$ cat config.mk
export PLATFORM = sky130hd
export DESIGN_NAME = sobel_avalon_bridge
export DESIGN_NICKNAME = d
export VERILOG_FILES = /design/src/rtl/sobel_avalon_bridge.sv
export SDC_FILE = /design/constraint.sdc
export NUM_CORES = 1
export LEC_CHECK = 0
export ABC_AREA = 1
export CORE_ASPECT_RATIO = 1.75
export CORE_UTILIZATION = 50
export DETAILED_ROUTE_END_ITERATION = 10
export GPL_ROUTABILITY_DRIVEN = 1
export PLACE_DENSITY = 0.71
export RECOVER_POWER = 50
export REMOVE_ABC_BUFFERS = 1
export SETUP_SLACK_MARGIN = 0.15
export SLEW_MARGIN = 10
export SYNTH_ARGS = -nofsm -noshare
export SYNTH_HDL_FRONTEND = slang
export SYNTH_SLANG_ARGS = --single-unit
export TNS_END_PERCENT = 1
$ cat constraint.sdc
create_clock -name clk -period 5 [get_ports clk]
set_input_delay 0.75 -clock clk [delete_from_list [all_inputs] [get_ports clk]]
set_output_delay 0.75 -clock clk [all_outputs]
set_load 0.005 [all_outputs]
$ cat src/rtl/sobel_avalon_bridge.sv
// Responder for the Sobel core's memory port: services pixel reads and drains
// buffered edge-pixel writes as Avalon-MM master transactions.
module sobel_avalon_bridge #(
  parameter int FIFO_DEPTH = 4,
  parameter int ADDR_W     = 32
) (
  input  logic              clk,
  input  logic              rst,
  input  logic              core_read_en,
  input  logic [ADDR_W-1:0] core_addr,
  output logic              core_rd_busy,
  output logic [31:0]       core_read_word,
  output logic              core_data_ready,
  input  logic              core_write_en,
  input  logic [ADDR_W-1:0] core_waddr,
  input  logic [31:0]       core_wdata,
  output logic              core_wfull,
  output logic              bridge_idle,
  output logic              err_overflow,
  output logic [ADDR_W-1:0] avm_address,
  output logic              avm_read,
  output logic              avm_write,
  output logic [31:0]       avm_writedata,
  output logic [3:0]        avm_byteenable,
  input  logic              avm_waitrequest,
  input  logic [31:0]       avm_readdata,
  input  logic              avm_readdatavalid
);

  localparam int PTR_W = (FIFO_DEPTH > 1) ? $clog2(FIFO_DEPTH) : 1;
  localparam int CNT_W = $clog2(FIFO_DEPTH + 1);
  localparam logic [CNT_W-1:0] FULL_CNT = CNT_W'(FIFO_DEPTH);
  localparam logic [ADDR_W-1:0] WORD_MASK = ~(ADDR_W'(3));

  typedef enum logic [1:0] {IDLE, RD_REQ, RD_WAIT, WR_REQ} state_t;

  state_t            state_reg, state_next;
  logic              pending_reg;
  logic [ADDR_W-1:0] rd_addr_reg;
  logic              data_ready_reg;
  logic [31:0]       read_word_reg;
  logic              wfull_reg;
  logic              overflow_reg;
  logic              idle_reg;
  logic              avm_read_reg, avm_read_next;
  logic              avm_write_reg, avm_write_next;
  logic [ADDR_W-1:0] avm_address_reg, avm_address_next;
  logic [31:0]       avm_writedata_reg, avm_writedata_next;

  logic [ADDR_W-1:0] fifo_addr_mem [FIFO_DEPTH];
  logic [31:0]       fifo_data_mem [FIFO_DEPTH];
  logic [PTR_W-1:0]  wr_ptr_reg, rd_ptr_reg;
  logic [CNT_W-1:0]  count_reg, count_next;

  logic              rd_accept;
  logic              rd_done;
  logic              pop;
  logic              push_ok;
  logic              push_drop;
  logic              fifo_full;
  logic [ADDR_W-1:0] rd_addr_sel;
  logic [ADDR_W-1:0] head_addr;
  logic [31:0]       head_data;

  assign core_rd_busy    = pending_reg | data_ready_reg;
  assign core_read_word  = read_word_reg;
  assign core_data_ready = data_ready_reg;
  assign core_wfull      = wfull_reg;
  assign bridge_idle     = idle_reg;
  assign err_overflow    = overflow_reg;
  assign avm_address     = avm_address_reg;
  assign avm_read        = avm_read_reg;
  assign avm_write       = avm_write_reg;
  assign avm_writedata   = avm_writedata_reg;
  assign avm_byteenable  = 4'hF;

  assign rd_accept = core_read_en & ~core_rd_busy;
  assign fifo_full = (count_reg == FULL_CNT);
  // A pop in the same cycle frees the slot, so a push while full still lands.
  assign pop       = (state_reg == WR_REQ) & ~avm_waitrequest;
  assign push_ok   = core_write_en & (~fifo_full | pop);
  assign push_drop = core_write_en & fifo_full & ~pop;
  assign count_next = count_reg + CNT_W'(push_ok) - CNT_W'(pop);

  assign rd_addr_sel = rd_accept ? core_addr : rd_addr_reg;
  // An empty FIFO means the head is the entry being pushed this very cycle.
  assign head_addr = (count_reg == '0) ? core_waddr : fifo_addr_mem[rd_ptr_reg];
  assign head_data = (count_reg == '0) ? core_wdata : fifo_data_mem[rd_ptr_reg];

  always_comb begin
    state_next         = state_reg;
    avm_read_next      = avm_read_reg;
    avm_write_next     = avm_write_reg;
    avm_address_next   = avm_address_reg;
    avm_writedata_next = avm_writedata_reg;
    rd_done            = 1'b0;
    case (state_reg)
      IDLE: begin
        if (count_next == FULL_CNT) begin
          state_next         = WR_REQ;
          avm_write_next     = 1'b1;
          avm_address_next   = head_addr & WORD_MASK;
          avm_writedata_next = head_data;
        end else if (pending_reg | rd_accept) begin
          state_next       = RD_REQ;
          avm_read_next    = 1'b1;
          avm_address_next = rd_addr_sel & WORD_MASK;
        end else if (count_next != '0) begin
          state_next         = WR_REQ;
          avm_write_next     = 1'b1;
          avm_address_next   = head_addr & WORD_MASK;
          avm_writedata_next = head_data;
        end
      end
      RD_REQ: begin
        if (!avm_waitrequest) begin
          state_next    = RD_WAIT;
          avm_read_next = 1'b0;
        end
      end
      RD_WAIT: begin
        if (avm_readdatavalid) begin
          state_next = IDLE;
          rd_done    = 1'b1;
        end
      end
      WR_REQ: begin
        if (!avm_waitrequest) begin
          state_next     = IDLE;
          avm_write_next = 1'b0;
        end
      end
      default: state_next = IDLE;
    endcase
  end

  always_ff @(posedge clk) begin
    if (rst) begin
      state_reg         <= IDLE;
      pending_reg       <= 1'b0;
      rd_addr_reg       <= '0;
      data_ready_reg    <= 1'b0;
      read_word_reg     <= '0;
      wfull_reg         <= 1'b0;
      overflow_reg      <= 1'b0;
      idle_reg          <= 1'b1;
      avm_read_reg      <= 1'b0;
      avm_write_reg     <= 1'b0;
      avm_address_reg   <= '0;
      avm_writedata_reg <= '0;
      wr_ptr_reg        <= '0;
      rd_ptr_reg        <= '0;
      count_reg         <= '0;
    end else begin
      state_reg         <= state_next;
      avm_read_reg      <= avm_read_next;
      avm_write_reg     <= avm_write_next;
      avm_address_reg   <= avm_address_next;
      avm_writedata_reg <= avm_writedata_next;
      data_ready_reg    <= rd_done;
      if (rd_done) begin
        pending_reg   <= 1'b0;
        read_word_reg <= avm_readdata;
      end else if (rd_accept) begin
        pending_reg <= 1'b1;
        rd_addr_reg <= core_addr;
      end
      if (push_ok) wr_ptr_reg <= wr_ptr_reg + 1'b1;
      if (pop)     rd_ptr_reg <= rd_ptr_reg + 1'b1;
      count_reg    <= count_next;
      wfull_reg    <= (count_next == FULL_CNT);
      overflow_reg <= overflow_reg | push_drop;
      idle_reg     <= (state_reg == IDLE) & ~pending_reg & (count_reg == '0);
    end
  end

  // Storage carries no reset so it can map onto plain memory.
  always_ff @(posedge clk) begin
    if (push_ok) begin
      fifo_addr_mem[wr_ptr_reg] <= core_waddr;
      fifo_data_mem[wr_ptr_reg] <= core_wdata;
    end
  end

endmodule

# [After elaboration in Yosys (flattened, before gate mapping)]
# Memory sizes are Yosys's and may differ from the RTL's. A register that Yosys moved wholly into a read port is not among the register bits.
# Index checks and enable logic that the tools add are counted.
[totals] inputBits=134 out_inout_bits=107 elab_cells=99 regBits=144 ramBits=256 mem_count=2
[mem_list] name="fifo_addr_mem" depth=4 word_bits=32 read_ports=1 rd_ports_with_merged_regs=1 write_ports=1 line_no="50" text="logic [ADDR_W-1:0] fifo_addr_mem [FIFO_DEPTH];"
[mem_list] name="fifo_data_mem" depth=4 word_bits=32 read_ports=1 rd_ports_with_merged_regs=1 write_ports=1 line_no="51" text="logic [31:0] fifo_data_mem [FIFO_DEPTH];"
[op_classes] eq_ne=14 reduce_logical=14 n_mux=32 add_sub_neg=4 bitwise=17
[op_table] op="two-way mux 32 bit" n=9
[op_table] op="two-way mux 2 bit" n=10
[op_table] op="inequality test 2 bit (second input constant)" n=6
[op_table] op="AND reduction 4 bit" n=3
[op_table] op="two-way mux 1 bit" n=10
[op_table] op="one-hot mux 2 bit (4 select lines)" n=1
[op_table] op="bitwise AND 1 bit" n=7
[op_table] op="equality test 3 bit (second input constant)" n=2
[op_table] op="inequality test 3 bit (second input constant)" n=2
[op_table] op="inverter 1 bit" n=6
[op_table] op="nonzero test 2 bit" n=3
[op_table] op="nonzero test 3 bit" n=2
[op_table] op="adder 2 x 1 -> 2 bit (second input constant)" n=2
[op_table] op="equality test 2 bit (second input constant)" n=2
[op_table] op="inequality test 4 bit (second input constant)" n=1
[op_table] op="OR 1 bit" n=4
[op_table] op="one-hot mux 1 bit (2 select lines)" n=2
[op_table] op="AND reduction 2 bit" n=2
[op_table] op="adder 3 x 1 -> 3 bit" n=1
[op_table] op="logical NOT 3 bit" n=1
[op_table] op="AND reduction 3 bit" n=1
[op_table] op="subtractor 3 x 1 -> 3 bit" n=1
[op_table] op="equality test 2 x 1 -> 1 bit (second input constant)" n=1
[op_table] op="logical NOT 2 bit" n=1
[op_table] op="OR reduction 2 bit" n=1

# [Longest topological paths before layout]
# Gate-level depths: netlist of run 1.
[logic_depth] ltp_word=11 mapped_depth=21 ltp_nobuf=20

# [Worst setup path after synthesis of run 1]
# OpenSTA, ideal clock, no wires.
[synth_path] kind="input port to flip-flop" startpoint="input port avm_waitrequest" endpoint="memory fifo_addr_mem[0][10] (enable)" path_stages=5 arrival_ns=3.866 n_path_buf=0 path_slack_ns=0.652 cell_sequence="nor2_1 > inv_1 > nand3_1 > nand2_1 > nor2_1"
[synth_between] elab_chain_cells=6
[synth_lines] item="start, declared" line_no="25" text="input logic avm_waitrequest,"
[synth_lines] item="inverter 1 bit" line_no="80" text="assign pop = (state_reg == WR_REQ) & ~avm_waitrequest;"
[synth_lines] item="bitwise AND 1 bit" line_no="80"
[synth_lines] item="OR 1 bit" line_no="81" text="assign push_ok = core_write_en & (~fifo_full | pop);"
[synth_lines] item="bitwise AND 1 bit" line_no="81"
[synth_lines] item="two-way mux 1 bit" line_no="179" text="if (push_ok) begin"
[synth_lines] item="two-way mux 1 bit (not written as such)" line_no="180" text="fifo_addr_mem[wr_ptr_reg] <= core_waddr;"
[synth_lines] item="end, declared" line_no="50"
# No other way between the ends.

# [Worst setup path after layout of run 1]
[layout_path] startpoint="input port avm_waitrequest" endpoint="register avm_address_reg[6], in the netlist avm_address[6]"
[layout_between] elab_chain_cells=9 elab_cells_between_ends=11 classes_between="2 x add/sub; 1 x eq/ne; 1 x mux; 4 x bitwise; 3 x reduce/logical"
[layout_lines] item="inverter 1 bit (*)" line_no="80"
[layout_lines] item="bitwise AND 1 bit (*)" line_no="80"
[layout_lines] item="net pop" line_no="57" text="logic pop;"
[layout_lines] item="OR 1 bit" line_no="81"
[layout_lines] item="bitwise AND 1 bit" line_no="81"
[layout_lines] item="adder 3 x 1 -> 3 bit" line_no="83" text="assign count_next = count_reg + CNT_W'(push_ok) - CNT_W'(pop);"
[layout_lines] item="subtractor 3 x 1 -> 3 bit (*)" line_no="83"
[layout_lines] item="net count_next[1]" line_no="53" text="logic [CNT_W-1:0] count_reg, count_next;"
[layout_lines] item="equality test 3 bit or nonzero test 3 bit (tied branches)" line_no="99, 108"
[layout_lines] item="nonzero test 3 bit (no source line)"
[layout_lines] item="AND reduction 2 bit (no source line)"
[layout_lines] item="end signal, assigned" line_no="158" text="avm_address_reg <= avm_address_next;"
[layout_lines] item="end, declared" line_no="47" text="logic [ADDR_W-1:0] avm_address_reg, avm_address_next;"
# The timed path passes the listed nets; every way through them passes the cells marked *.
# A chain may end at the register's enable or synchronous reset.

==> results.toml, run 1 <==
[pwr]
swShare_pct = 35.9
p_per_area_nw_per_um2 = 523
ir_drop_v = 0.000374
pwr-share-comb_pct = 36.6
p_sw_uw = 3870
p_leak_uw = 0.00910
p_int_uw = 6900
seqPwrFrac_pct = 39.2
clockPowerShare_pct = 24.2

[routing]
drt_pass1_iterations = 7
route.met3.wl_mm = 2.93
wl_met1_mm = 15.5
dr_wl_met2_mm = 22.3
drc = 0
highest_layer = "met5"
drtIter0Drc = 659
vias_per_cell = 5.17
ant_nets = 0
wl_mm = 42.1
wl_per_cell_microns = 16.4
vias = 13300

[die]
start_util_pct = 51.2
core_area_sq_um = 33100
dieArea_sq_um = 34700
die_x_microns = 141
rows = 88
io_pins = 241
die_y_microns = 246

[logic_synthesis]
synth_most_common_cell = "nand2_1"
syn_area_sq_um = 17000
synth.ff_latch_count = 390
synth_commonest_cells = "671 x nand2_1, 254 x nand3_1, 248 x edfxtp_1"
synth-edff-count = 248
synth_flop_cell = "edfxtp_1"
yosysTopAreaCellShare_pct = 43.9
synth.avg_cell_area_sq_um = 8.91
ys_async_sr_fraction_pct = 0
synth_cell_types = 26
yosys_warnings = 0
synth.area.top_cells = "edfxtp_1 44%, dfxtp_1 17%, nand2_1 15%"
syn_inst = 1903
yosysTopAreaCell = "edfxtp_1"
ys_seq_area_share_pct = 60.7

[setup_path]
timing.rr.end = "avm_address[6]"
cp_max_fo = 32
r2r_slack_ns = 1.26
r2r_start = "state_reg[0]"
critPathKind = "input port to register"
cp_data_required_time_ns = 5.45
cp-startpoint = "avm_waitrequest"
r2r_cells = 17
max_stage_delay_ns = 0.60
critPathMostFrequentCell = "nor2_1"
endpoint = "avm_address[6]"
endpoint_kind = "register"
cp_data_arrival_time_ns = 4.56
path_cells = "dlygate4sd3_1 -> nor2_1 -> inv_1 -> nand3_1 -> nand2_1 -> ha_1 -> inv_1 -> ha_1 -> fa_1 -> nor2_1 -> nand3_2 -> nand2_2 -> buf_4 -> nand2_2 -> nand2_1 -> nor2_1 -> nor2_1"
crit_slowest_cell = "dlygate4sd3_1"
cp-start-kind = "input port"

[grt]
gr-total-overflow = 0
grt_max_degree = 93
grtUsageTotal_pct = 24.5
grt_pass1_wl_mm = 66.7
antenna_found_initial = 21
grt_pass1_vias = 13400

[layout]
top_register = "fifo_data_mem"
largestRegisters = "fifo_data_mem x128, fifo_addr_mem x120"
fin_util_pct = 62.1
largest_reg_flops = 128
drive_gt1_share_pct = 4.38
syn2layout_area_growth_pct = 21.3
finalNetCount = 2217
final_cells = 2566

[clock_network]
htree_levels = 2
cts_tree = "built"
clock_latency_ns = 0.52
clk_path_buf_depth = 3
cts.root.buffer_cell = "clkbuf_16"
cts_resized = 0
cts.sinks = 390
path_clk_slew_ns = 0.06
cts_hold_repair.buffers = 0
cts_buffers = 36
postCtsSetupBuffers = 0

[timing]
max_freq_mhz = 244
hold_violations = 0
worst_pin_slew_ns = 1.84
maxSlewHeadroom_pct = -22.8
timing.final.crit_share_pct = 82.1
setup_violations = 0
fin_worst_skew_ns = 0.0117
min_period_ns = 4.10
rsz0062_at_grt = "false"
finalSetupTns_ns = 0
slew_viol_final = 88

[placement]
port_buffers = 230
hpwl_mm = 25.1
dp_cells = 2488
gp_congestion = 0.797

[status]
status = "finished, violations left"
violations = "max-capacitance violations, max-slew violations"

[min_path]
holdCritPathClass = "register to register"

[flow_run]
cap_violations = 2
layer usage:
layer / track usage (%) / up-vias
met3: 5.55 / 98
met1: 25.5 / 6224
met4: 11.3 / 8
met2: 46.0 / 463
met5: 0 / -
li1: - / 6480
cells by family after synthesis:
| logic type | after synthesis | share of synthesized area, % |
|---|---|---|
| buf+inv | 305 | 7.89 |
| fa+ha+maj | 7 | 0.561 |
| simple gates | 1093 | 27.1 |
| xor+xnor | 1 | 0.0517 |
| flops | 390 | 60.7 |
| compound gates | 105 | 3.68 |
| other cells | 2 | 0.0443 |
per-stage QoR:
step	hold slack, ns	worst slack, ns	instance area (sq um)	total power (uW)
global route	0.475	0.640	20600	11500
global placement	0.436	0.589	19500	8270
detailed placement	0.444	0.526	19500	8350
finish	0.455	0.896	20600	10800
floorplan	0.426	0.500	16300	6620
CTS	0.457	1.04	20600	11000
cells in the final DEF, fill, tap and decap left out, types with 5 or more instances in the layout:
cell type        Yosys  final
nand2_1            671    670
buf_4               15     12
clkbuf_1            35     12
nand2_2              5      6
nand3b_1            30     30
ha_1                 6      6
clkbuf_16            0     37
buf_12               0      5
diode_2              0     16
clkinv_2             0      5
dlygate4sd3_1        0    163
conb_1               2      6
nor2_1             125    123
nand3_1            254    254
dfxtp_1            142    140
clkdlybuf4s50_1      0     67
edfxtp_1           248    248
o21ai_0             18     18
a21boi_0            30     30
inv_1              178    178
a21oi_1             41     41
o22ai_1             14     14
inv_2                8      6
power groups by stage:
stage                     combinational, uW  clock [uW]  sequential (uW)
after floorplan                        2320           0             4310
after global placement                 4000           0             4270
after detailed placement               4050           0             4290
after CTS                              4080        2650             4230
after global routing                   4430        2780             4260
final                                  3940        2610             4220
final cells by class:
cell class	count	area, sq um
fillers	2789	12600
flip-flops and latches	390	10300
multi-input cells	1212	5370
repair buffers	250	2500
clock buffers	50	1010
inverters	186	703
well taps	450	563
clock inverters	12	82.6
diodes	16	40.0
worst max-delay path: cells and delay by family:
family / cells / cell delay [ns]
and+or+nand+nor: 10 / 1.76
buffers and inverters: 4 / 1.07
adders and majority gates: 3 / 0.95
worst min path at each step:
| stage | startpoint | endpoint | cells after the start |
|---|---|---|---|
| 2_1_floorplan | rd_addr_reg[10] | rd_addr_reg[10] | 2 |
| 3_3_place_gp | rd_addr_reg[21] | rd_addr_reg[21] | 2 |
| 3_5_place_dp | rd_addr_reg[18] | rd_addr_reg[18] | 2 |
| 4_1_cts | rd_addr_reg[18] | rd_addr_reg[18] | 2 |
| 5_1_grt | rd_addr_reg[28] | rd_addr_reg[28] | 2 |
| 6_report | rd_addr_reg[31] | rd_addr_reg[31] | 2 |
(Power assumes the default switching activity.)
==> run 2, diff against run 1 <==
clock period = 3.9 ns   (was 5 ns; I/O delays follow)
==> run 2 against run 1 <==
Net effect:
- critical endpoint unchanged
- highest routed layer unchanged
- sequential power is 28% higher
- the flow still finishes with violations (max-capacitance violations, max-slew violations)
- hold slack worse by 0.00078 ns
- clock power rose by 33%
- largest cell class unchanged
- die area stayed put
- largest power group unchanged
==> results.toml, run 2 (synthesized netlist as in run 1, its figures left out) <==
[grt]
grtUsageMet1_pct = 27.0
grtUsageTotal_pct = 24.4
gr-total-overflow = 0
grt_pass1_wl_mm = 66.0
use_met2_pct = 45.8
grt_max_degree = 118
busiest_layer = "met2"
antenna_found_initial = 20
grt_pass1_vias = 12800
use_met3_pct = 4.60

[clock_network]
clk_path_buf_depth = 3
cts.sinks = 390
cts_buffers = 37
clock_latency_ns = 0.54
postCtsSetupBuffers = 0
cts_tree = "built"
cts_hold_repair.buffers = 0
path_clk_slew_ns = 0.06
cts_resized = 0
htree_levels = 2
cts.root.buffer_cell = "clkbuf_16"

[placement]
dpl_cell_area_sq_um = 19700
hpwl_mm = 25.6
gp_congestion = 0.800
dp_cells = 2502
port_buffers = 230

[routing]
drt_pass1_iterations = 7
drtIter0Drc = 658
drc = 0
ant_nets = 0
wl_per_cell_microns = 16.1
vias = 13100
vias_per_cell = 5.08
wl_mm = 41.6

[setup_path]
r2r_start = "state_reg[0]"
cp-start-kind = "input port"
endpoint_kind = "register"
cp_max_fo = 31
r2r_cells = 16
critPathKind = "input port to register"
cp_data_required_time_ns = 4.32
timing.rr.end = "avm_address[6]"
r2r_slack_ns = 0.76
cp_data_arrival_time_ns = 3.72

[layout]
largestRegisters = "fifo_data_mem x128, fifo_addr_mem x120"
syn2layout_area_growth_pct = 22.8
seq_area_sq_um = 10300
stdcell_area_sq_um = 20800
multi_input_area_sq_um = 5360
layout_commonest_cell = "nand2_1"
final_cells = 2583
top_register = "fifo_data_mem"
largest_reg_flops = 128
layout_common_cells = "671 x nand2_1, 254 x nand3_1, 248 x edfxtp_1"
fillers = 2746
drive_gt1_share_pct = 5.14
finalNetCount = 2232

[flow_run]
cap_violations = 2

[die]
die_y_microns = 246
core_area_sq_um = 33100
dieArea_sq_um = 34700
rows = 88
die_x_microns = 141
io_pins = 241
start_util_pct = 51.2

[timing]
fin_worst_skew_ns = 0.0213
setup_violations = 0
worst_pin_slew_ns = 2.46
rsz0062_at_grt = "false"
slew_viol_final = 157
min_period_ns = 3.31
max_freq_mhz = 302
hold_violations = 0
timing.final.crit_share_pct = 84.8
maxSlewHeadroom_pct = -64.0

[status]
violations = "max-capacitance violations, max-slew violations"
status = "finished, violations left"

[min_path]
min_path_cells = 2
min_from = "rd_addr_reg[8]"
min_to = "rd_addr_reg[8]"
holdCritPathClass = "register to register"

[pwr]
p_leak_uw = 0.00913
p_per_area_nw_per_um2 = 680
ir_drop_v = 0.000495
[run 2: cell count changes in the layout (fill, tap and decap cells not counted), sizes merged]
cell	before	now
buf	17	31
diode	16	13
bufinv	1	0
inv	186	189
clkdlybuf4s50	67	109
dlygate4sd3	163	121
clkbuf	53	57
[run 2: area by class of cell]
class	count	area share, %
flip-flops and latches	390	49.5
multi-input cells	1212	25.8
repair buffers	264	12.9
clock buffers	54	5.22
inverters	186	3.37
well taps	450	2.71
clock inverters	14	0.427
diodes	13	0.156
[run 2: how the worst max path moves through the flow]
stage	cells after the start	endpoint	startpoint	slack [ns]
after floorplan	9	avm_address[11]	register	-0.60
after global placement	16	avm_address[6]	avm_waitrequest	0.23
after detailed placement	16	avm_address[17]	avm_waitrequest	0.19
after CTS	16	avm_address[17]	avm_waitrequest	0.74
after global routing	20	avm_writedata[29]	avm_waitrequest	0.30
final	16	avm_address[6]	avm_waitrequest	0.59
[run 2: routing by layer]
layer | vias up | share of wire, %
li1 | 6524 | -
met1 | 6121 | 38
met2 | 384 | 53
met3 | 78 | 5.9
met4 | 6 | 2.6
met5 | - | 0.082
[run 2: stage by stage]
stage | hold WS [ns] | power (uW) | utilization [%] | TNS, ns | worst slack [ns]
3_5_place_dp | 0.441 | 10900 | 59.3 | 0 | 0.192
2_1_floorplan | 0.426 | 8490 | - | -105.95 | -0.600
4_1_cts | 0.455 | 14400 | 62.9 | 0 | 0.741
3_3_place_gp | 0.436 | 10800 | 59.3 | 0 | 0.232
6_report | 0.454 | 14200 | 62.8 | 0 | 0.594
5_1_grt | 0.464 | 15100 | 62.8 | 0 | 0.300
[run 2: critical path, cell delays in order]
cell	delay [ns]
dlygate4sd3_1	0.57
nor2_1	0.16
inv_1	0.07
nand3_1	0.08
nand2_1	0.09
ha_1	0.28
inv_1	0.04
ha_1	0.18
fa_1	0.47
nor2_1	0.27
nand3_2	0.14
nand2_2	0.13
buf_4	0.36
nand3b_1	0.13
nand2_1	0.08
nor2_1	0.07
[run 2: power breakdown]
group	switching [uW]	internal, uW
Sequential	294	5120
Clock	1530	1960
Combinational	3230	2030
Total	5060	9110
==> run 3, diff against run 2 <==
CORE_UTILIZATION = 49   (was 50)
PLACE_DENSITY = 0.73   (was 0.71)
clock period = 2.73 ns   (was 3.9 ns; I/O delays follow)
==> run 3 against run 2 <==
Net effect:
- the flow now finishes without violations
- first-iteration DRC count is 8.5% lower
- flip-flop and latch count is the same
- die area up 2.0%
- critical endpoint is now avm_writedata[21]
- cell area increased by 3.9%
- final cell count is 1.6% higher
- clock skew hardly changed
- worst setup slack got worse by 0.59 ns
- routed wire length is 3.7% higher
- via count up 2.6%
- critical path depth increased by 3
- non-clock buffer count increased by 49
- register-to-register slack got worse by 0.75 ns
==> results.toml, run 3 (synthesized netlist as in run 1, its figures left out) <==
[routing]
drc = 0
vias_per_cell = 5.12
vias = 13500
ant_nets = 0
wl_per_cell_microns = 16.5
drtIter0Drc = 602
wl_mm = 43.2
drt_pass1_iterations = 6

[timing]
fin_worst_skew_ns = 0.0215
worst_pin_slew_ns = 0.723
setup_violations = 0
timing.hold.ws_ns = 0.414
slew_viol_final = 0
max_freq_mhz = 367
finalSetupTns_ns = 0
timing.final.crit_share_pct = 99.8
hold_violations = 0
maxSlewHeadroom_pct = 51.8
min_period_ns = 2.72
rsz0062_at_grt = "true"

[pwr]
p_leak_uw = 0.00933
seqPwrFrac_pct = 34.8
p_int_uw = 14500
swShare_pct = 34.9
pwr-share-comb_pct = 42.0
clockPowerShare_pct = 23.2
p_sw_uw = 7780
p_per_area_nw_per_um2 = 1030
ir_drop_v = 0.000718

[setup_path]
r2r_cells = 19
endpoint = "avm_writedata[21]"
cp_data_arrival_time_ns = 3.19
timing.rr.end = "avm_writedata[21]"
r2r_start = "state_reg[0]"
cp_max_fo = 6
critPathKind = "register to register"
cp_data_required_time_ns = 3.20
r2r_slack_ns = 0.006
cp-startpoint = "state_reg[0]"
cp-start-kind = "register"
endpoint_kind = "register"

[die]
die_x_microns = 143
core_area_sq_um = 33900
start_util_pct = 50.1
io_pins = 241
rows = 89
die_y_microns = 248
dieArea_sq_um = 35400

[grt]
grt_max_degree = 73
grtUsageTotal_pct = 24.9
grt_pass1_wl_mm = 68.3
antenna_found_initial = 10
gr-total-overflow = 0
grt_pass1_vias = 13500

[clock_network]
cts_hold_repair.buffers = 0
cts_buffers = 36
cts.sinks = 390
cts_tree = "built"
cts.root.buffer_cell = "clkbuf_16"
clock_latency_ns = 0.53
htree_levels = 2
path_clk_slew_ns = 0.07
clk_path_buf_depth = 3

[placement]
dp_cells = 2540
port_buffers = 230
dpl_cell_area_sq_um = 20000
hpwl_mm = 27.2
gp_congestion = 0.841

[min_path]
holdCritPathClass = "input port to register"

[layout]
largestRegisters = "fifo_data_mem x128, fifo_addr_mem x120"
top_register = "fifo_data_mem"
stdcell_area_sq_um = 21600
syn2layout_area_growth_pct = 27.6
layout_commonest_cell = "nand2_1"
finalNetCount = 2280
layout_common_cells = "661 x nand2_1, 249 x nand3_1, 248 x edfxtp_1"
fin_util_pct = 63.9
final_cells = 2625
largest_reg_flops = 128
drive_gt1_share_pct = 9.42

[flow_run]
cap_violations = 0

[status]
status = "completed"
run 3: changes by cell type in the layout (fill, tap and decap cells not counted), moves of 10 or more:
cell,before,now
a21oi_1,41,29
a21oi_2,0,12
buf_4,19,49
buf_6,0,11
clkdlybuf4s50_1,109,168
dlygate4sd3_1,121,62
nand2_1,671,661
run 3: stage by stage:
stage	worst slack (ns)	power, uW
after floorplan	-1.77	12100
after global placement	-0.568	15900
after detailed placement	-0.650	16000
after CTS	0.0252	22300
after global routing	-0.138	23600
final	0.00568	22300
run 3: power groups by stage:
| stage | clock, uW | combinational, uW | sequential, uW |
|---|---|---|---|
| 6_report | 5170 | 9370 | 7760 |
| 5_1_grt | 5490 | 10300 | 7840 |
| 4_1_cts | 5260 | 9300 | 7760 |
| 3_5_place_dp | 0 | 8180 | 7860 |
| 3_3_place_gp | 0 | 8030 | 7830 |
| 2_1_floorplan | 0 | 4240 | 7890 |
run 3: worst max-delay path, cell delays in order, from the launching register on:
cell and delay, ns:
dfxtp_2 0.34, nand2_2 0.08, nor2_4 0.09, inv_2 0.05, nand3_2 0.06, nand2_2 0.08
ha_4 0.27, inv_2 0.04, ha_4 0.15, fa_2 0.48, nor2_4 0.16, nand3_4 0.10
nand2_4 0.11, inv_8 0.06, buf_12 0.12, buf_16 0.14, buf_6 0.12, nand3_2 0.06
nand2_2 0.05, nor2_2 0.10
run 3: area by class of cell:
type	count	area, sq um
Timing Repair Buffer	313	3280
Antenna cell	5	12.5
Clock inverter	21	239
Tap cell	455	569
Clock buffer	43	968
Fill cell	2716	12200
Inverter	186	711
Multi-Input combinational cell	1212	5550
Sequential cell	390	10300
run 3: how the worst min path moves through the flow:
stage,to,from,cells after the start,slack (ns)
floorplan,rd_addr_reg[10],rd_addr_reg[10],2,0.43
global placement,rd_addr_reg[23],rd_addr_reg[23],2,0.44
detailed placement,rd_addr_reg[22],rd_addr_reg[22],2,0.44
CTS,core_read_word[7],avm_readdata[7],3,0.39
global route,core_read_word[24],avm_readdata[24],3,0.42
finish,core_read_word[7],avm_readdata[7],3,0.41
run 3: layer usage:
layer | routed length [microns] | share of wire (%) | GRT usage, %
met5 | 57 | 0.13 | 0
met4 | 1380 | 3.2 | 9.77
met3 | 2580 | 6.0 | 5.04
met2 | 23200 | 54 | 47.6
met1 | 16000 | 37 | 26.3
run 3: repair_timing:
| item | 4_1_cts | 5_1_grt |
|---|---|---|
| cloned | 4 | 0 |
| pin swaps | 15 | 12 |
| endpoints found under the setup margin | 67 | 66 |
| buffers inserted | 9 | 3 |
| resized for setup | 48 | 14 |
==> RTL edit 1, RTL diff (settings of run 1) <==
Re-encode `state_t` (4 states) as one-hot, 4 bits wide.
--- a/src/rtl/sobel_avalon_bridge.sv
+++ b/src/rtl/sobel_avalon_bridge.sv
@@ -34,3 +34,3 @@
 
-  typedef enum logic [1:0] {IDLE, RD_REQ, RD_WAIT, WR_REQ} state_t;
+  typedef enum logic [3:0] {IDLE = 4'b0001, RD_REQ = 4'b0010, RD_WAIT = 4'b0100, WR_REQ = 4'b1000} state_t;
 
Formal check against the unedited RTL: no difference found for any inputs over 4 cycles, from zero or initial values and one cycle with rst high; so few cycles prove little.
==> RTL edit 1 against run 1 <==
- the flow still finishes with violations (max-capacitance violations, max-slew violations)
- clock power is 7% higher
- setup slack better by 0.062 ns
- area after synthesis is 5.2% lower
- power is 7.4% lower
- sequential cell count is 2 higher
- via count is 7.1% lower
- final area is 3.2% lower
- routed wire length is 7.8% lower
- die area is 5.1% lower
- critical path type unchanged
- critical endpoint is now core_read_word[22]
==> RTL edit 1: results (changes against run 1) <==
| Metric | Value |
|---|---|
| Final non-filler cell total | `2359 (was 2566)` |
| Violated checks | `max-capacitance violations, max-slew violations (unchanged)` |
| CP Data Arrival Time | `4.46 ns (was 4.56 ns)` |
| Hold WS | `0.459 ns (was 0.455 ns)` |
| R2R Path End | `fifo_addr_mem[1][9] (was avm_address[6])` |
| HP Start | `err_overflow (was rd_addr_reg[31])` |
| RR Startpoint | `state_reg[3] (was state_reg[0])` |
| Initial DRC count | `779 (was 659)` |
| Worst Path Max Fanout | `60 (was 32)` |
| Slew Limit Fails | `63 (was 88)` |
| Max-cap violations | `2 (unchanged)` |
| Layout cells sized above 1 | `0.0496 (was 0.0438)` |
| Routability congestion estimate | `0.786 (was 0.797)` |
| Post-placement cell count | `2286 (was 2488)` |
| Total CTS buffers | `37 (was 36)` |
| Largest net degree at the start of global routing | `85 (was 93)` |
| Setup crit end | `core_read_word[22] (was avm_address[6])` |
| Seq/Total Area, Yosys | `0.643 (was 0.607)` |
| DP Area | `18700 um2 (was 19500 um2)` |
| HPWL Detailed | `22900 um (was 25100 um)` |
| VDD IR max | `323 uV (was 374 uV)` |
| Worst reg-to-reg path cell count | `8 (was 17)` |
| Fillers | `2626 (was 2789)` |
| Critical Path Start | `rst (was avm_waitrequest)` |
| Sw frac | `0.325 (was 0.359)` |
| Worst Clk Skew | `0.0104 ns (was 0.0117 ns)` |
| First-pass GRT wire length | `61500 um (was 66700 um)` |
| GRT Overall Usage | `0.242 (was 0.245)` |
| R2r setup slk | `1.38 ns (was 1.26 ns)` |
| Initial antenna violation count | `9 (was 21)` |
| Status | `complete, but fails checks (unchanged)` |
| Cell variety after synth | `31 (was 26)` |
| Synth-to-layout area growth | `23.8% (was 21.3%)` |
RTL edit 1: cell count changes in the layout (fill, tap and decap cells not counted), sizes merged, moves of 3 or more:
cell / before / now
inv: 186 / 100
nand2: 680 / 622
nor2: 127 / 170
o21ai: 18 / 61
a21boi: 32 / 0
a21oi: 41 / 11
nand3b: 30 / 1
nand3: 256 / 228
o22ai: 14 / 30
diode: 16 / 6
nand4: 0 / 6
clkinv: 9 / 12
RTL edit 1: area by class of cell:
cell class | count | area share
flip-flops and latches | 392 | 0.519
diodes | 6 | 0.000754
clock buffers | 51 | 0.0533
well taps | 396 | 0.0249
multi-input cells | 1146 | 0.247
inverters | 100 | 0.0190
clock inverters | 16 | 0.00761
repair buffers | 252 | 0.128
RTL edit 1: critical path, stage by stage:
cell and delay (ns):
dlygate4sd3_1 0.53, clkbuf_1 0.47, clkinvlp_2 1.53, buf_4 0.83, nand3_1 0.20, nand2_1 0.06
RTL edit 1: per-layer routing:
metal | vias to the layer above | GRT usage | share of wire
li1 | 6070 | - | -
met1 | 5876 | 0.272 | 0.38
met2 | 320 | 0.447 | 0.54
met3 | 62 | 0.0425 | 0.049
met4 | 6 | 0.0889 | 0.026
met5 | - | 0 | 0.0011
RTL edit 1: power groups by stage:
stage / logic, W / registers, W / clock network [W]
global route: 0.00346 / 0.00417 / 0.00298
finish: 0.00304 / 0.00412 / 0.00280
global placement: 0.00311 / 0.00419 / 0
floorplan: 0.00175 / 0.00421 / 0
CTS: 0.00320 / 0.00413 / 0.00286
detailed placement: 0.00317 / 0.00420 / 0
RTL edit 1: cells by family after synthesis:
family,share of synthesized area
other,0.000467
buffers and inverters,0.0543
AOI/OAI and AO/OA,0.0350
and+or+nand+nor,0.262
adders and majority gates,0.00592
DFF,0.643
==> RTL edit 2, RTL diff (settings of run 1) <==
Made on the original files. Change the parameter `FIFO_DEPTH` from 4 to 2.
--- a/src/rtl/sobel_avalon_bridge.sv
+++ b/src/rtl/sobel_avalon_bridge.sv
@@ -3,3 +3,3 @@
 module sobel_avalon_bridge #(
-  parameter int FIFO_DEPTH = 4,
+  parameter int FIFO_DEPTH = 2,
   parameter int ADDR_W     = 32
Formal check against the unedited RTL: not equivalent (Yosys sat finds a counterexample within 4 cycles, from zero or initial values and one cycle with rst high).
==> RTL edit 2 against run 1 <==
- the run still ends with max-capacitance violations, max-slew violations left
- die area decreased by 35%
- hold slack got worse by 0.0045 ns
- clock power decreased by 33%
- area after synthesis decreased by 35%
- maximum frequency increased by 0.11%
- sequential cell count decreased by 128
- final area decreased by 31%
- power decreased by 33%
- setup slack improved by 0.0045 ns
- routed wire length decreased by 37%
- sequential power decreased by 30%
- sequential share of layout area decreased by 4.3 points
- critical path type unchanged
==> RTL edit 2: results (changes against run 1) <==
| Metric | Value |
|---|---|
| Slew Limit Fails | `170 (was 88)` |
| First-pass GRT wire length | `43000 um (was 66700 um)` |
| Mean area per synthesized cell | `8.31 um2 (was 8.91 um2)` |
| Lkg Pwr | `6.28 nW (was 9.10 nW)` |
| Max-cap violations | `3 (was 2)` |
| EDFF count, synth | `124 (was 248)` |
| Vias | `9227 (was 13300)` |
| Layout cells sized above 1 | `0.0458 (was 0.0438)` |
| Total CTS buffers | `25 (was 36)` |
| DP Area | `13400 um2 (was 19500 um2)` |
| Max stage delay on crit path | `2.03 ns (was 0.60 ns)` |
| Status | `complete, but fails checks (unchanged)` |
| GRT Overall Usage | `0.235 (was 0.245)` |
| Largest net degree at the start of global routing | `84 (was 93)` |
| Seq/Total Area, Yosys | `0.589 (was 0.607)` |
| Top cells by count, synth | `nand2_1 (431), nand3_1 (172), nor2_1 (168) (was nand2_1 (671), nand3_1 (254), edfxtp_1 (248))` |
| NumNets Final | `1648 (was 2217)` |
| Top FF cell, synth | `dfxtp_1 (was edfxtp_1)` |
| Routability congestion estimate | `0.830 (was 0.797)` |
| VDD IR max | `279 uV (was 374 uV)` |
| Violated checks | `max-capacitance violations, max-slew violations (unchanged)` |
| Biggest regs | `fifo_data_mem: 64 flops, fifo_addr_mem: 60 flops (was fifo_data_mem: 128 flops, fifo_addr_mem: 120 flops)` |
| Pre-CTS WS | `0.814 ns (was 0.526 ns)` |
| Synth area leaders | `edfxtp_1 (34%), dfxtp_1 (25%), nand2_1 (15%) (was edfxtp_1 (44%), dfxtp_1 (17%), nand2_1 (15%))` |
| Routed WL | `26500 um (was 42100 um)` |
| CP Data Arrival Time | `4.54 ns (was 4.56 ns)` |
| Worst path slowest cell | `inv_1 (was dlygate4sd3_1)` |
| H-tree depth | `1 (was 2)` |
| Worst Clk Skew | `0.0172 ns (was 0.0117 ns)` |
| Number of global-route vias before repair | `8788 (was 13400)` |
| Worst Path Max Fanout | `83 (was 32)` |
| Avg Vias per Cell | `5.05 (was 5.17)` |
| Initial antenna violation count | `5 (was 21)` |
| Drt first pass iters | `5 (was 7)` |
| Fillers | `1820 (was 2789)` |
## RTL edit 2: cell count changes in the layout (fill, tap and decap cells not counted), sizes merged, moves of 17 or more
cell    change
nand2     -247
a31oi      +46
nand3      -82
edfxtp    -124
a21oi      -17
a21boi     -32
nor2       +43
nand3b     -30
inv        -96
## RTL edit 2: path summary, 6_finish.rpt
check,start,endpoint,slack (ns),depth (start not counted)
hold / removal,rd_addr_reg[25],rd_addr_reg[25],0.45,2
hold reg to reg,rd_addr_reg[25],rd_addr_reg[25],0.45,2
setup reg to reg,state_reg[1],rd_addr_reg[31],1.32,8
setup / recovery,rst,core_read_word[26],0.90,5
## RTL edit 2: cells by family (layout without fill, tap and decap cells)
logic type | after synthesis | after routing | share of synthesized area
and+or+nand+nor | 780 | 780 | 0.289
DFF | 262 | 262 | 0.589
buffers and inverters | 178 | 379 | 0.0672
AOI/OAI and AO/OA | 101 | 101 | 0.0522
adders and majority gates | 2 | 2 | 0.00227
other | 2 | 12 | 0.000682
## RTL edit 2: per-layer routing
layer / wire, um / track usage
met4: 687 / 0.0842
met1: 11000 / 0.282
met3: 1510 / 0.0404
met2: 13400 / 0.418
met5: 0 / 0
## RTL edit 2: worst max-delay path, delay by kind of cell
family / cells / cell delay [ns]
buffers and inverters: 3 / 3.41
AND/OR/NAND/NOR: 2 / 0.32
## RTL edit 2: area by class of cell
class,instances,area (um2),area share
sequential,262,6490,0.457
multi-input combinational,889,3820,0.269
timing repair buffer,244,2410,0.170
clock buffer,36,697,0.0491
tap,292,365,0.0257
inverter,90,340,0.0240
clock inverter,9,55.1,0.00388
antenna,6,15.0,0.00106
## RTL edit 2: report_power, final
group | leakage, nW | internal [W] | switching [W]
combinational | 3.61 | 0.00102 | 0.00145
sequential | 2.29 | 0.00273 | 0.000218
clock | 0.375 | 0.000971 | 0.000783
